<file path="src/rtl/accum_unit.sv">
// accum_unit: registered frame accumulator downstream of the parametric adder.
// Accepts {c_in, sum_in} samples over a valid/ready handshake, sums COUNT of
// them into an ACC_WIDTH register and presents the result with valid/ready and
// a sticky overflow flag.
// Build option: define ACCUM_SATURATE_EN to clamp the accumulator to all-ones
// on overflow; otherwise it wraps modulo 2^ACC_WIDTH.
module accum_unit #(
    parameter int WIDTH     = 4,
    parameter int COUNT     = 4,
    parameter int ACC_WIDTH = 8
) (
    input  logic                         clk_in,
    input  logic                         rst_n_in,
    input  logic                         clr_in,
    input  logic [WIDTH-1:0]             sum_in,
    input  logic                         c_in,
    input  logic                         valid_in,
    output logic                         ready_out,
    output logic [ACC_WIDTH-1:0]         acc_out,
    output logic                         valid_out,
    input  logic                         ready_in,
    output logic                         ovf_out,
    output logic [$clog2(COUNT+1)-1:0]   cnt_out
);

    localparam int CNT_W = $clog2(COUNT + 1);

    typedef enum logic [1:0] {
        S_IDLE,
        S_ACCUM,
        S_DONE
    } state_t;

    state_t               state;
    state_t               state_nx;
    logic [ACC_WIDTH-1:0] acc;
    logic [ACC_WIDTH-1:0] acc_nx;
    logic [CNT_W-1:0]     cnt;
    logic [CNT_W-1:0]     cnt_nx;
    logic                 ovf;
    logic                 ovf_nx;
    logic                 accept;
    logic [ACC_WIDTH-1:0] sample;
    logic [ACC_WIDTH-1:0] base;
    logic [ACC_WIDTH:0]   sum_ext;

    // State register
    always_ff @(posedge clk_in) begin
        if (!rst_n_in) begin
            state <= S_IDLE;
        end else begin
            state <= state_nx;
        end
    end

    // Next-state logic: clear aborts any frame, DONE waits for the consumer
    always_comb begin
        state_nx = state;
        if (clr_in) begin
            state_nx = S_IDLE;
        end else begin
            case (state)
                S_IDLE: begin
                    if (accept) begin
                        state_nx = (COUNT == 1) ? S_DONE : S_ACCUM;
                    end
                end
                S_ACCUM: begin
                    if (accept && (cnt == CNT_W'(COUNT - 1))) begin
                        state_nx = S_DONE;
                    end
                end
                S_DONE: begin
                    if (ready_in) begin
                        state_nx = S_IDLE;
                    end
                end
                default: state_nx = S_IDLE;
            endcase
        end
    end

    // Outputs: handshake flags from state, result straight from the registers
    always_comb begin
        ready_out = (state != S_DONE) & rst_n_in;
        valid_out = (state == S_DONE);
        accept    = valid_in & ready_out;
        acc_out   = acc;
        ovf_out   = ovf;
        cnt_out   = cnt;
    end

    // Datapath next values: sample add with carry-out capture
    always_comb begin
        sample              = '0;
        sample[WIDTH:0]     = {c_in, sum_in};
        // IDLE starts a fresh frame, so the old accumulator is not an addend
        base                = (state == S_IDLE) ? '0 : acc;
        sum_ext             = {1'b0, base} + {1'b0, sample};
        acc_nx              = acc;
        cnt_nx              = cnt;
        ovf_nx              = ovf;
        if (clr_in) begin
            acc_nx = '0;
            cnt_nx = '0;
            ovf_nx = 1'b0;
        end else if (state == S_DONE) begin
            if (ready_in) begin
                acc_nx = '0;
                cnt_nx = '0;
                ovf_nx = 1'b0;
            end
        end else if (accept) begin
            cnt_nx = (state == S_IDLE) ? CNT_W'(1) : cnt + CNT_W'(1);
            ovf_nx = ((state == S_ACCUM) & ovf) | sum_ext[ACC_WIDTH];
`ifdef ACCUM_SATURATE_EN
            // Once clamped, the accumulator stays at all-ones until frame end
            if (sum_ext[ACC_WIDTH] || ((state == S_ACCUM) && ovf)) begin
                acc_nx = '1;
            end else begin
                acc_nx = sum_ext[ACC_WIDTH-1:0];
            end
`else
            acc_nx = sum_ext[ACC_WIDTH-1:0];
`endif
        end
    end

    // Datapath registers
    always_ff @(posedge clk_in) begin
        if (!rst_n_in) begin
            acc <= '0;
            cnt <= '0;
            ovf <= 1'b0;
        end else begin
            acc <= acc_nx;
            cnt <= cnt_nx;
            ovf <= ovf_nx;
        end
    end

endmodule

</file>
<file path="config.mk">
export PLATFORM = sky130hd
export DESIGN_NAME = accum_unit
export DESIGN_NICKNAME = d
export VERILOG_FILES = /design/src/rtl/accum_unit.sv
export SDC_FILE = /design/constraint.sdc
export NUM_CORES = 1
export LEC_CHECK = 0
export ABC_AREA = 1
export BUFFER_PORTS_ARGS = -buffer_cell sky130_fd_sc_hd__buf_2
export CAP_MARGIN = 20
export CORE_MARGIN = 4
export CORE_UTILIZATION = 55
export CTS_BUF_LIST = sky130_fd_sc_hd__clkbuf_16
export DETAILED_ROUTE_END_ITERATION = 16
export PLACE_DENSITY = 0.83
export SLEW_MARGIN = 25
export SYNTH_ARGS = -nofsm -noshare
export SYNTH_HDL_FRONTEND = slang
export SYNTH_SLANG_ARGS = --single-unit
</file>
<file path="constraint.sdc">
create_clock -name clk_in -period 2.8 [get_ports clk_in]
set_input_delay 0.14 -clock clk_in [delete_from_list [all_inputs] [get_ports clk_in]]
set_output_delay 0.14 -clock clk_in [all_outputs]
set_load 0.01 [all_outputs]
</file>
# Word-level counts from Yosys, hierarchy flattened
# Cells that the tools add are included.
[totals] regBits=14 latch_bits=0 ramBits=0 rom_bits=0 inputBits=10 word_cells=39 mem_count=0
[op_classes] add_sub_neg=2 mul=0 div_mod_pow=0 n_lt_le_gt_ge=0 n_eq_ne=7 n_shift=0 mux=15 n_bitwise=5 n_reduce_logical=6
[ops] op="$mux 8" n=4
[ops] op="$mux 3" n=4
[ops] op="$add 8x5->9" n=1
[ops] op="$mux 2" n=3
[ops] op="$ne 2x2->1 const B" n=3
[ops] op="$pmux 2 s3" n=1
[ops] op="$add 3x1->3 const B" n=1
[ops] op="$and 1x1->1" n=3
[ops] op="$eq 3x2->1 const B" n=1
[ops] op="$mux 1" n=3
[ops] op="$reduce_and 3->1" n=1
[ops] op="$eq 2x1->1 const B" n=1
[ops] op="$eq 2x2->1 const B" n=1
[ops] op="$logic_not 2->1" n=1
[ops] op="$ne 2x1->1 const B" n=1
[ops] op="$reduce_and 2->1" n=1
[ops] op="$reduce_bool 2->1" n=1
[ops] op="$reduce_or 2->1" n=1
[ops] op="$logic_and 1x1->1" n=1
[ops] op="$not 1->1" n=1
[ops] op="$or 1x1->1" n=1

# Longest topological paths before layout
[depth] depth_word=6 mapped_depth=13 ltp_nobuf=13

# Least setup slack after synthesis
# No wires, ideal clock.
[synth_timing] path_kind="flip-flop to flip-flop" startpoint="register state[1]" endpoint="register acc[6] (netlist: acc_out[6])" arrival_time_ns=1.672 required_time_ns=2.727 slack_ns=1.055 path_stages_with_launch=14 n_path_buf=0 period_less_slack_ns=1.745 path_cell_list="dfxtp_1 > inv_2 > nand2_2 > inv_2 > nor2_1 > ha_1 > fa_1 > nand3_1 > nand2_1 > nand2_1 > nand2_1 > nand2_1 > nand3_1 > a21oi_1"
[synth_via] elab_chain_len=5 word_cells_on_any_way=12
[synth_rtl] element="from (decl)" line="34" text="state_t state;"
[synth_rtl] element="from (signal assigned)" line="52" text="state <= state_nx;"
[synth_rtl] element="$logic_not 2->1 or $ne 2x2->1 (tied branches)" line="98, 85"
[synth_rtl] element="$mux 8 or $and 1x1->1 (tied branches)" line="98, 85"
[synth_rtl] element="$add 8x5->9 or $and 1x1->1 (tied branches)" line="99, 87"
[synth_rtl] element="$mux 8 or $reduce_bool 2->1 (tied branches)"
[synth_rtl] element="$mux 8 or $reduce_and 2->1 (tied branches)"
[synth_rtl] element="to (signal assigned)" line="136" text="acc <= acc_nx;"
[synth_rtl] element="to (decl)" line="36" text="logic [ACC_WIDTH-1:0] acc;"
# Several ways; a longest one is shown, not always the timed one. The select of a mux whose other input is x is not followed.
# A chain may end at the register's enable or synchronous reset.

# Worst setup path in the final report
# Ends and elaborated chain as after synthesis.

==> metrics.txt <==
grt ovf=0; clock slew at reported path FFs=approximately 0.04 ns; # clock sinks=14; setup bufs post-CTS=0; port bufs=23; Worst Path Arrival=2.14 ns; final worst-path cycle share=0.706; chip width=slightly below 50 um; CTS Hold Buffers Added=0; FP Rows=14; largest net degree at the start of global routing=11; Slew @ Worst Pin=around 0.31 ns; Startpoint Class=flip-flop; Synth Register Bits=14; leakage=between 0.5 and 0.6 nW; Final Skew=approximately 0.0011 ns; Power Total=around 0.00052 W; met3 GRT Util=0.0367; Ys Warns=0; sequential share of the synthesized area=0.302; Die Area=0.00241 mm^2; final setup vio count=0; WL final=2240 um; Nets=about 180; grt met2 use=0.364; Power Density=460 mW/mm^2; min-delay worst type=in -> reg; met1 usage=0.234; initial antenna violation count=0; post-route antenna net violation count=0; Via density=~5.4; Starting Density=0.596; maxcap violations=0; drt drc=0; max-slew violation count=0; Starting DRT DRC Count=29; CTS HTree Levels=1; Die H=49.1 um; Worst R2R Setup Slack=between 0.8 and 0.9 ns; Post-Synthesis Cell Area=around 930 um^2; R2R depth=13; Synth Instances=about 140; antenna cells=0; HPWL Detailed=1720 um; Required @ worst endpoint=between 2 and 3 ns; CTS tree=done; crit path to=acc_out[6]$_SDFFE_PP0P_; total track usage=0.204; critical path class=reg -> reg; crit path from=state[1]$_SDFFE_PP0P_; Synth cell types=21; area grow syn2layout=22.6%; placeable core region=approximately 0.0016 mm^2; drt first pass iters=5; final hold violation count=0; Max VDD drop=roughly 0.00034 V; synthesized area per cell=around 6.9 um^2; Worst-Skew Late Latency=roughly 0.24 ns; clk buf depth=2; GR peak layer=met2; DR vias=958; vias in the first global route=between 900 and 1,000; RR Endpoint=acc_out[6]$_SDFFE_PP0P_; first-pass GRT wire length=3910 um; max_slew headroom=0.791; worst-path fanout max=7; Max Clk Rate=~510 MHz; nature of the critical path endpoint=flip-flop; Critical R2R Launch=state[1]$_SDFFE_PP0P_; # resized after CTS=0; minimum clock period=around 2.0 ns; CTS buffer count=3; IO Count=24; layout cell share with drive strength beyond 1=0.255; Root Buffer=clkbuf_16; status=finished clean; Mapped Nets=about 150; Routed wire per std cell=12.7 um; setup TNS=0 ns; routability congestion estimate from global placement=a little over 0.9; Hold Slack=about 0.22 ns; RSZ-0062 raised after global routing=no
-- registers in the layout, summed over array words and instances, names as in the netlist --
| name | cells |
|---|---|
| acc_out | 8 |
| cnt_out | 3 |
| state | 2 |
| ovf_out | 1 |
-- cell usage in the layout (no fill, tap or decap) --
master / n
o211a_1: 1
nand2_8: 1
nor2_8: 1
nand4_1: 2
a21oi_2: 1
ha_1: 7
or2_2: 1
nor2_1: 14
nand2_1: 30
buf_2: 23
inv_2: 5
nand3_1: 9
fa_1: 1
nand2_2: 3
dfxtp_1: 14
nand2_4: 1
a21oi_1: 17
inv_1: 14
clkbuf_16: 3
clkinv_1: 1
o21ai_0: 8
o21ai_1: 2
inv_4: 2
-- power by group --
part / total, W / internal (W) / switching [W]
clock: 0.000261 / 0.000186 / 0.0000747
sequential: 0.000207 / 0.000204 / 0.00000277
combinational: 0.0000563 / 0.0000205 / 0.0000358
total: 0.000524 / 0.000411 / 0.000113
-- critical path: stages (launching register included) --
cell and delay [ns]:
dfxtp_1 0.34, inv_2 0.09, nand2_2 0.08, inv_2 0.14, nor2_1 0.07, ha_1 0.22, fa_1 0.41, nand3_1 0.09
nand2_1 0.08, nand2_1 0.09, nand2_1 0.07, nand2_1 0.06, nand3_1 0.06, a21oi_1 0.11
-- layer usage --
layer	vias up	routed length (um)
met4	0	61
met3	9	131
met5	-	0
met2	40	1040
met1	418	1000
li1	491	-
-- how the worst min path moves through the flow --
stage                     startpoint                      end  slack [ns]  depth (start not counted)
after floorplan             ready_in    state[1]$_SDFFE_PP0P_        0.33                          2
after global placement      ready_in    state[1]$_SDFFE_PP0P_        0.45                          3
after detailed placement    ready_in    state[1]$_SDFFE_PP0P_        0.45                          3
after CTS                   ready_in    state[1]$_SDFFE_PP0P_        0.22                          3
after global routing        ready_in    state[1]$_SDFFE_PP0P_        0.23                          3
final                         clr_in  acc_out[2]$_SDFFE_PP0P_        0.22                          4
-- synthesized netlist by cell type --
master,count,area (um^2)
a21oi_1,17,85.1
a21oi_2,1,8.76
clkinv_1,1,3.75
dfxtp_1,14,280
fa_1,1,20.0
ha_1,7,87.6
inv_1,14,52.6
inv_2,5,18.8
inv_4,2,12.5
nand2_1,30,113
nand2_2,3,18.8
nand2_4,1,11.3
nand2_8,1,20.0
nand3_1,9,45.0
nand4_1,2,12.5
nor2_1,14,52.6
nor2_8,1,20.0
o211a_1,1,10.0
o21ai_0,8,40.0
o21ai_1,2,10.0
or2_2,1,6.26
-- cell families (layout without fill, tap and decap cells) --
family	after synthesis	count (layout)	share of synthesized area
AND/OR/NAND/NOR	62	62	0.322
AO/OA/AOI/OAI	29	29	0.166
buffers and inverters	22	48	0.0943
flip-flops	14	14	0.302
adder cells (fa/ha/maj)	8	8	0.116
-- metrics by stage --
| stage | worst slack [ns] | std cells | util | cell area (um^2) |
|---|---|---|---|---|
| 2_1_floorplan | 1.05 | 135 | - | 928 |
| 6_report | 0.824 | 177 | 0.730 | 1140 |
| 4_1_cts | 0.834 | 177 | 0.730 | 1140 |
| 5_1_grt | 0.661 | 177 | 0.730 | 1140 |
| 3_3_place_gp | 0.953 | 174 | 0.682 | 1060 |
| 3_5_place_dp | 0.851 | 174 | 0.682 | 1060 |
-- layout make-up --
cell class	count	area (um^2)
Clock buffer	3	75.1
Fill cell	139	420
Inverter	22	87.6
Multi-Input combinational cell	99	561
Sequential cell	14	280
Tap cell	16	20.0
Timing Repair Buffer	23	115
Power figures use the tool's default switching activity.
